$ cat src/rtl/uart_pkg.sv
// Shared types and constants for the UART frame parser.
package uart_pkg;

  // Parser states.
  typedef enum logic [2:0] {
    HUNT    = 3'd0,
    LEN     = 3'd1,
    PAYLOAD = 3'd2,
    CHK     = 3'd3,
    DRAIN   = 3'd4
  } state_t;

  // Error codes reported on err_code.
  typedef enum logic [1:0] {
    ERR_TIMEOUT = 2'd0,
    ERR_BAD_LEN = 2'd1,
    ERR_BAD_CHK = 2'd2,
    ERR_OVERRUN = 2'd3
  } err_t;

  localparam logic [7:0] DEFAULT_SYNC_BYTE = 8'hA5;

endpackage

$ cat src/rtl/uart_frame_buf.sv
// Payload buffer: one synchronous write port, one combinational read port.
// The contents are not reset; readers only look at entries written for
// the current frame.
module uart_frame_buf #(
  parameter int DEPTH = 16,
  parameter int AW    = (DEPTH > 1) ? $clog2(DEPTH) : 1
) (
  input  logic          clk,
  input  logic          wr_en,
  input  logic [AW-1:0] wr_addr,
  input  logic [7:0]    wr_data,
  input  logic [AW-1:0] rd_addr,
  output logic [7:0]    rd_data
);

  logic [7:0] mem [DEPTH];

  // Store one payload byte per write strobe.
  always_ff @(posedge clk) begin
    if (wr_en) begin
      mem[wr_addr] <= wr_data;
    end
  end

  assign rd_data = mem[rd_addr];

endmodule

$ cat src/rtl/uart_frame_parser.sv
// Extracts SYNC/LEN/payload/CHK frames from a strobed UART byte stream,
// validates them, and replays the payload on a ready/valid byte stream.
module uart_frame_parser
  import uart_pkg::*;
#(
  parameter logic [7:0] SYNC_BYTE   = DEFAULT_SYNC_BYTE,
  parameter int         MAX_LEN     = 16,
  parameter int         TIMEOUT_CYC = 250000
) (
  input  logic       clk,
  input  logic       rst_n,
  input  logic [7:0] in_data,
  input  logic       in_valid,
  output logic [7:0] out_data,
  output logic       out_valid,
  input  logic       out_ready,
  output logic       out_last,
  output logic       frame_ok,
  output logic       frame_err,
  output logic [1:0] err_code,
  output logic       busy
);

  localparam int IDX_W  = $clog2(MAX_LEN + 1);
  localparam int TMO_W  = $clog2(TIMEOUT_CYC);
  localparam int BUF_AW = (MAX_LEN > 1) ? $clog2(MAX_LEN) : 1;
  localparam logic [TMO_W-1:0] TMO_LAST = TMO_W'(TIMEOUT_CYC - 1);
  localparam logic [7:0]       LEN_MAX8 = 8'(MAX_LEN);

  state_t             state_reg, state_next;
  logic [IDX_W-1:0]   len_reg, len_next;
  logic [IDX_W-1:0]   idx_reg, idx_next;
  logic [IDX_W-1:0]   rd_idx_reg, rd_idx_next;
  logic [7:0]         sum_reg, sum_next;
  logic [TMO_W-1:0]   tmo_reg, tmo_next;
  logic               frame_ok_reg, frame_ok_next;
  logic               frame_err_reg, frame_err_next;
  logic [1:0]         err_code_reg, err_code_next;
  logic               wr_en;
  logic               in_frame;
  logic               last_rd;
  logic [7:0]         rd_data;

  uart_frame_buf #(
    .DEPTH (MAX_LEN),
    .AW    (BUF_AW)
  ) u_buf (
    .clk     (clk),
    .wr_en   (wr_en),
    .wr_addr (idx_reg[BUF_AW-1:0]),
    .wr_data (in_data),
    .rd_addr (rd_idx_reg[BUF_AW-1:0]),
    .rd_data (rd_data)
  );

  assign in_frame = (state_reg == LEN) || (state_reg == PAYLOAD) || (state_reg == CHK);
  assign last_rd  = (rd_idx_reg == len_reg - 1'b1);

  // State and datapath registers; reset aborts any frame without pulses.
  always_ff @(posedge clk or negedge rst_n) begin
    if (!rst_n) begin
      state_reg     <= HUNT;
      len_reg       <= '0;
      idx_reg       <= '0;
      rd_idx_reg    <= '0;
      sum_reg       <= '0;
      tmo_reg       <= '0;
      frame_ok_reg  <= 1'b0;
      frame_err_reg <= 1'b0;
      err_code_reg  <= '0;
    end else begin
      state_reg     <= state_next;
      len_reg       <= len_next;
      idx_reg       <= idx_next;
      rd_idx_reg    <= rd_idx_next;
      sum_reg       <= sum_next;
      tmo_reg       <= tmo_next;
      frame_ok_reg  <= frame_ok_next;
      frame_err_reg <= frame_err_next;
      err_code_reg  <= err_code_next;
    end
  end

  // Next-state, checksum, buffer write and error/timeout decisions.
  always_comb begin
    state_next     = state_reg;
    len_next       = len_reg;
    idx_next       = idx_reg;
    rd_idx_next    = rd_idx_reg;
    sum_next       = sum_reg;
    tmo_next       = '0;
    frame_ok_next  = 1'b0;
    frame_err_next = 1'b0;
    err_code_next  = err_code_reg;
    wr_en          = 1'b0;

    case (state_reg)
      HUNT: begin
        if (in_valid && (in_data == SYNC_BYTE)) begin
          state_next = LEN;
        end
      end
      LEN: begin
        if (in_valid) begin
          if ((in_data == 8'h00) || (in_data > LEN_MAX8)) begin
            frame_err_next = 1'b1;
            err_code_next  = ERR_BAD_LEN;
            state_next     = HUNT;
          end else begin
            len_next   = in_data[IDX_W-1:0];
            sum_next   = in_data;
            idx_next   = '0;
            state_next = PAYLOAD;
          end
        end
      end
      PAYLOAD: begin
        if (in_valid) begin
          wr_en    = 1'b1;
          sum_next = 8'(sum_reg + in_data);
          idx_next = idx_reg + 1'b1;
          if (idx_reg == len_reg - 1'b1) begin
            state_next = CHK;
          end
        end
      end
      CHK: begin
        if (in_valid) begin
          if (8'(sum_reg + in_data) == 8'h00) begin
            rd_idx_next = '0;
            state_next  = DRAIN;
          end else begin
            frame_err_next = 1'b1;
            err_code_next  = ERR_BAD_CHK;
            state_next     = HUNT;
          end
        end
      end
      DRAIN: begin
        // Bytes arriving while draining cannot be stored; flag and drop.
        if (in_valid) begin
          frame_err_next = 1'b1;
          err_code_next  = ERR_OVERRUN;
        end
        if (out_ready) begin
          if (last_rd) begin
            frame_ok_next = 1'b1;
            state_next    = HUNT;
          end else begin
            rd_idx_next = rd_idx_reg + 1'b1;
          end
        end
      end
      default: state_next = HUNT;
    endcase

    // Inter-byte watchdog; a byte in the expiry cycle takes precedence.
    if (in_frame && !in_valid) begin
      if (tmo_reg == TMO_LAST) begin
        frame_err_next = 1'b1;
        err_code_next  = ERR_TIMEOUT;
        state_next     = HUNT;
      end else begin
        tmo_next = tmo_reg + 1'b1;
      end
    end
  end

  assign out_valid = (state_reg == DRAIN);
  assign out_data  = out_valid ? rd_data : 8'h00;
  assign out_last  = out_valid && last_rd;
  assign frame_ok  = frame_ok_reg;
  assign frame_err = frame_err_reg;
  assign err_code  = err_code_reg;
  assign busy      = (state_reg != HUNT);

endmodule

$ cat config.mk
export PLATFORM = sky130hd
export DESIGN_NAME = uart_frame_parser
export DESIGN_NICKNAME = d
export VERILOG_FILES = /design/src/rtl/uart_pkg.sv /design/src/rtl/uart_frame_buf.sv /design/src/rtl/uart_frame_parser.sv
export SDC_FILE = /design/constraint.sdc
export NUM_CORES = 1
export LEC_CHECK = 0
export BUFFER_PORTS_ARGS = -buffer_cell sky130_fd_sc_hd__buf_2
export CAP_MARGIN = 5
export CORE_MARGIN = 8
export CORE_UTILIZATION = 45
export DETAILED_ROUTE_END_ITERATION = 12
export RECOVER_POWER = 100
export SYNTH_ARGS = -nofsm -noshare
export SYNTH_HDL_FRONTEND = slang
export SYNTH_SLANG_ARGS = --single-unit
$ cat constraint.sdc
create_clock -name clk -period 6.21 [get_ports clk]
set_input_delay 0 -clock clk [delete_from_list [all_inputs] [get_ports clk]]
set_output_delay 0 -clock clk [all_outputs]
set_load 0.05 [all_outputs]
# [Word-level counts from Yosys, hierarchy flattened]
# Memories as Yosys holds them, arrays and structs flattened.
# Index checks and enable logic that the tools add are counted.
[classes] n_eq_ne=15 magnitude_cmp=1 muxes=50 n_reduce_logical=16 n_addsub=5 bitwise_logic=1
[ops] cell="2-to-1 mux 18 bit" count=2
[ops] cell="2-to-1 mux 5 bit" count=7
[ops] cell="2-to-1 mux 8 bit" count=4
[ops] cell="2-to-1 mux 3 bit" count=10
[ops] cell="case mux 5 bit (2 select lines)" count=2
[ops] cell="adder 18 x 1 -> 18 bit (second input constant)" count=1
[ops] cell="== test 18 bit (second input constant)" count=1
[ops] cell="zero test 8 bit" count=2
[ops] cell="2-to-1 mux 2 bit" count=8
[ops] cell="case mux 8 bit (2 select lines)" count=1
[ops] cell="case mux 3 bit (5 select lines)" count=1
[ops] cell="2-to-1 mux 1 bit" count=13
[ops] cell="adder 5 x 1 -> 5 bit (second input constant)" count=2
[ops] cell="== test 5 bit" count=2
[ops] cell="inequality test 2 bit (second input constant)" count=5
[ops] cell="adder 8 bit" count=1
[ops] cell="== test 8 bit (second input constant)" count=1
[ops] cell="greater-than comparator 8 x 5 -> 1 bit (second input constant)" count=1
[ops] cell="== test 3 x 2 -> 1 bit (second input constant)" count=2
[ops] cell="case mux 2 bit (3 select lines)" count=1
[ops] cell="AND reduction 5 bit" count=1
[ops] cell="subtractor 5 x 1 -> 5 bit (second input constant)" count=1
[ops] cell="inequality test 2 x 1 -> 1 bit (second input constant)" count=2
[ops] cell="AND reduction 4 bit" count=1
[ops] cell="11 further kinds" count=16
[totals] inputBits=12 wordCells=98 n_memories=1 mem_bits_rw=128 regBits=48 out_inout_bits=15
[memory_table] name="u_buf.mem" words=16 word_bits=8 rd=1 rd_ports_with_merged_regs=0 wr=1 line="uart_frame_buf.sv:16" rtl="logic [7:0] mem [DEPTH];"

# [Logic depth before layout (Yosys ltp)]
[logic_depth] depth_word=7 ltp_mapped=10 depth_no_buf=10

# [Hierarchy]
# From an unflattened synthesis, not the netlist that was laid out.
[unflattened] cells_unflattened=548 hier_area_um2=7925.1
[modules_own_cells] module="uart_frame_buf" n_inst=1 seq_area_each_um2=3843.7 cells_each=221 area_each_um2=4987.3
[modules_own_cells] module="uart_frame_parser" n_inst=1 seq_area_each_um2=1201.2 cells_each=327 area_each_um2=2937.8

# [Worst setup path before layout]
# Ideal clock, no wire load.
[synth_path] path_type="register to register" from="reg sum_reg[0]" to="reg rd_idx_reg[2]" t_arrival_ns=2.413 path_stages_with_launch=11 period_less_slack_ns=2.537 setup_time_ns=0.124 t_required_ns=6.086 n_path_buf=0 slack_ns=3.673 path_cell_list="dfrtp_1 -> ha_1 -> inv_1 -> fa_1 -> nand2b_1 -> a21o_1 -> a211oi_1 -> nand4_1 -> o31a_1 -> nand2b_4 -> a211o_1"
[synth_between] elab_chain_cells=4
[synth_lines] element="start: declaration" line="uart_frame_parser.sv:34" rtl="logic [7:0] sum_reg, sum_next;"
[synth_lines] element="start signal: assignment" line="uart_frame_parser.sv:76" rtl="sum_reg <= sum_next;"
[synth_lines] element="adder 8 bit" line="uart_frame_parser.sv:129" rtl="if (8'(sum_reg + in_data) == 8'h00) begin"
[synth_lines] element="zero test 8 bit" line="uart_frame_parser.sv:129"
[synth_lines] element="inequality test 2 x 1 -> 1 bit (no line)"
[synth_lines] element="AND reduction 5 bit (no line)"
[synth_lines] element="end signal: assignment" line="uart_frame_parser.sv:75" rtl="rd_idx_reg <= rd_idx_next;"
[synth_lines] element="end: declaration" line="uart_frame_parser.sv:33" rtl="logic [IDX_W-1:0] rd_idx_reg, rd_idx_next;"
# No other way between the ends.
# A chain may end at the register's enable or synchronous reset.

# [Worst setup path in the final report]
[layout_path] from="in in_data[1]" to="reg rd_idx_reg[2]"
[layout_between] elab_chain_cells=4
[layout_lines] element="start: declaration" line="uart_frame_parser.sv:12" rtl="input logic [7:0] in_data,"
[layout_lines] element="adder 8 bit" line="uart_frame_parser.sv:129"
[layout_lines] element="zero test 8 bit" line="uart_frame_parser.sv:129"
[layout_lines] element="inequality test 2 x 1 -> 1 bit (no line)"
[layout_lines] element="AND reduction 5 bit (no line)"
# No other way between the ends.

==> impl_metrics.toml <==
[run_status]
status = "finished, violations left"
violations = "capacitance limit, slew limit"

[drt]
wl_per_cell_um = 20.2
drt_iter0_drc = 340
drcViolationCount = 0
vias = 4481
first_pass_iters = 4
vias_per_cell = 5.58
totalWireLength_um = 16200
final_antenna_net_count = 0

[finish]
syn2layout_area_growth_pct = 13.4
largest_reg_flops = 128
fin_cells = 803
final_common_cell = "edfxtp_1"
utilization = 0.517
fillers = 1421
layout_common_cells = "128 x edfxtp_1, 58 x nor2_1, 47 x dfrtp_1, 40 x nand2_1, 40 x mux4_2"
n_antenna_cell = 0
drive_gt1_frac = 0.147
final_nets = 592

[timing]
rsz0062_at_grt = "no"
setup_viol = 0
report.final.hold_viol_count = 0
setup_ws_ns = 2.87
worst_pin_slew_ns = 2.67
fin_worst_skew_ns = 0.0107
fin_crit_sh = 0.538
finalMaxSlewViolations = 58
fin_tns_setup_ns = 0
fin_crit_ns = 3.34
fmax_mhz = 299
max_slew_margin = -0.778

[pwr]
peakVddDrop_mv = 0.219
power_density_nw_per_um2 = 309
power_leakage_nw = 3.08

[min_path]
min_to = "u_buf.mem[10][5]$_DFFE_PP_"
min_path_type = "input port to flop"
whs_path_depth = 1
hold_start = "in_data[5]"

[critical_path]
r2r_slack_ns = 3.29
r2r-start = "sum_reg[0]$_DFFE_PN0P_"
crit_chain = "dlygate4sd3_1 > clkbuf_1 > inv_1 > fa_1 > nand2b_1 > a21o_1 > a211oi_1 > nand4_1 > o31a_1 > nand2b_1 > a211o_1"
cp.required_ns = 6.52
cp_num_buf_inv = 3
cp_slowest_cell = "clkbuf_1"
cp_max_fo = 20
cp_top_family = "buffers and inverters"
cp-start-kind = "input port"
critPathKind = "input port to flop"
critPathArrivalTime_ns = 3.65
max_stage_delay_ns = 0.61
path_common_cell = "nand2b_1"
worstRegToRegCells = 10
end_kind = "flop"
critPathLaunch = "in_data[1]"
rr_endpoint = "rd_idx_reg[2]$_DFFE_PN0P_"

[floorplanning]
die_x_um = 148
design.die.area_um2 = 21800
io_pins = 27
core_um2 = 17100
die_y_um = 148
rows = 48
initial_utilization = 0.456

[placement]
portBuffers = 26
dpl.hpwl_um = 10700
dp_cells = 762
dpl_worst_slack_ns = 3.42
gp_congestion = 0.881

[logic_synthesis]
ys_ff_latch = 176
syn-num-nets = 549
ys_types = 51
avgSynthCellArea_um2 = 15.0
seq_area_frac_synth = 0.646
ys.flop_type = "edfxtp_1"
synth_cells = 522
synth_warnings = 0
synth-edff-count = 128
syn_area_um2 = 7800
synthArstFlopShare = 0.273

[job]
drv_cap = 2

[global_route]
grt_pass1_vias = 4647
globalRouteTotalUtil = 0.157
grt_overflow = 0
antenna_found_initial = 0
grt_pass1_wl_um = 26000
grt_start_max_net_pins = 49

[cts]
cts_tree = "yes"
clockRootBuffer = "clkbuf_16"
cts_resized = 0
cts_sinks = 176
htree_levels = 4
clkLatencyLatePin_ns = 0.43
path_clk_slew_ns = 0.07
cts_buffers = 17
clk_path_buf_depth = 2
## layer usage
metal	up-vias	wire, µm	GRT usage
met4	0	308	0.0566
met1	2282	7490	0.212
met2	111	7760	0.249
met3	18	631	0.0297
li1	2070	-	-
met5	-	0	0
## report_power, final
group | internal [mW] | switching, mW | total, mW
Sequential | 1.30 | 0.0333 | 1.33
Combinational | 0.123 | 0.179 | 0.302
Clock | 0.614 | 0.491 | 1.10
## timing repair
action,4_1_cts,5_1_grt
setup endpoints to repair,0,0
hold buffers,9,0
hold endpoints to repair,84,0
setup buffers,0,0
## cells in the mapped netlist, types with 2 or more instances
library cell / count / area (µm²)
a211o_1: 2 / 17.5
a211oi_1: 2 / 15.0
a21o_1: 3 / 22.5
a21oi_1: 11 / 55.1
and2_1: 10 / 62.6
and3_1: 6 / 37.5
buf_2: 4 / 20.0
clkbuf_1: 14 / 52.6
dfrtp_1: 48 / 1200
edfxtp_1: 128 / 3840
ha_1: 14 / 175
inv_1: 13 / 48.8
mux4_2: 40 / 901
nand2_1: 40 / 150
nand2b_1: 5 / 31.3
nand3_1: 13 / 65.1
nand4_1: 7 / 43.8
nor2_1: 58 / 218
nor2b_1: 2 / 12.5
nor3_1: 17 / 85.1
nor3b_1: 3 / 22.5
nor4_1: 2 / 12.5
nor4b_1: 3 / 26.3
o21ai_0: 6 / 30.0
o221a_2: 3 / 33.8
o31a_1: 2 / 17.5
o31ai_1: 3 / 22.5
or3_1: 2 / 12.5
xnor2_1: 22 / 193
xnor3_1: 2 / 45.0
xor2_1: 17 / 149
## cells by family after synthesis
group                      after synthesis  share of synthesized area
and+or+nand+nor                        172                      0.105
muxes                                   40                      0.115
buffers and inverters                   32                     0.0160
DFF                                    176                      0.646
AOI/OAI and AO/OA                       46                     0.0428
xor gates and xnor gates                41                     0.0495
adders and majority gates               15                     0.0250
## layout make-up
type,instances,area (µm²),share of cell area
inverter,14,52.6,0.00594
sequential,176,5050,0.570
timing repair buffer,42,226,0.0256
multi-input combinational,314,2630,0.297
tap,225,282,0.0318
clock buffer,17,425,0.0480
clock inverter,15,194,0.0219
## worst max path at each step
| stage | to | slack, ns | cells past startpoint |
|---|---|---|---|
| final | rd_idx_reg[2]$_DFFE_PN0P_ | 2.87 | 11 |
| after floorplan | rd_idx_reg[2]$_DFFE_PN0P_ | 3.67 | 10 |
| after detailed placement | rd_idx_reg[2]$_DFFE_PN0P_ | 3.42 | 12 |
| after global placement | rd_idx_reg[2]$_DFFE_PN0P_ | 3.51 | 12 |
| after CTS | out_data[6] | 3.26 | 5 |
| after global routing | rd_idx_reg[2]$_DFFE_PN0P_ | 2.57 | 11 |
## through the flow
stage	total power, mW	cell area [µm²]	hold slack (ns)
6_report	2.74	8850	0.266
5_1_grt	2.85	8850	0.273
4_1_cts	2.75	8920	0.00987
3_5_place_dp	1.65	8210	0.145
3_3_place_gp	1.64	8210	0.133
2_1_floorplan	1.57	7800	-0.296
Power figures use the tool's default switching activity.
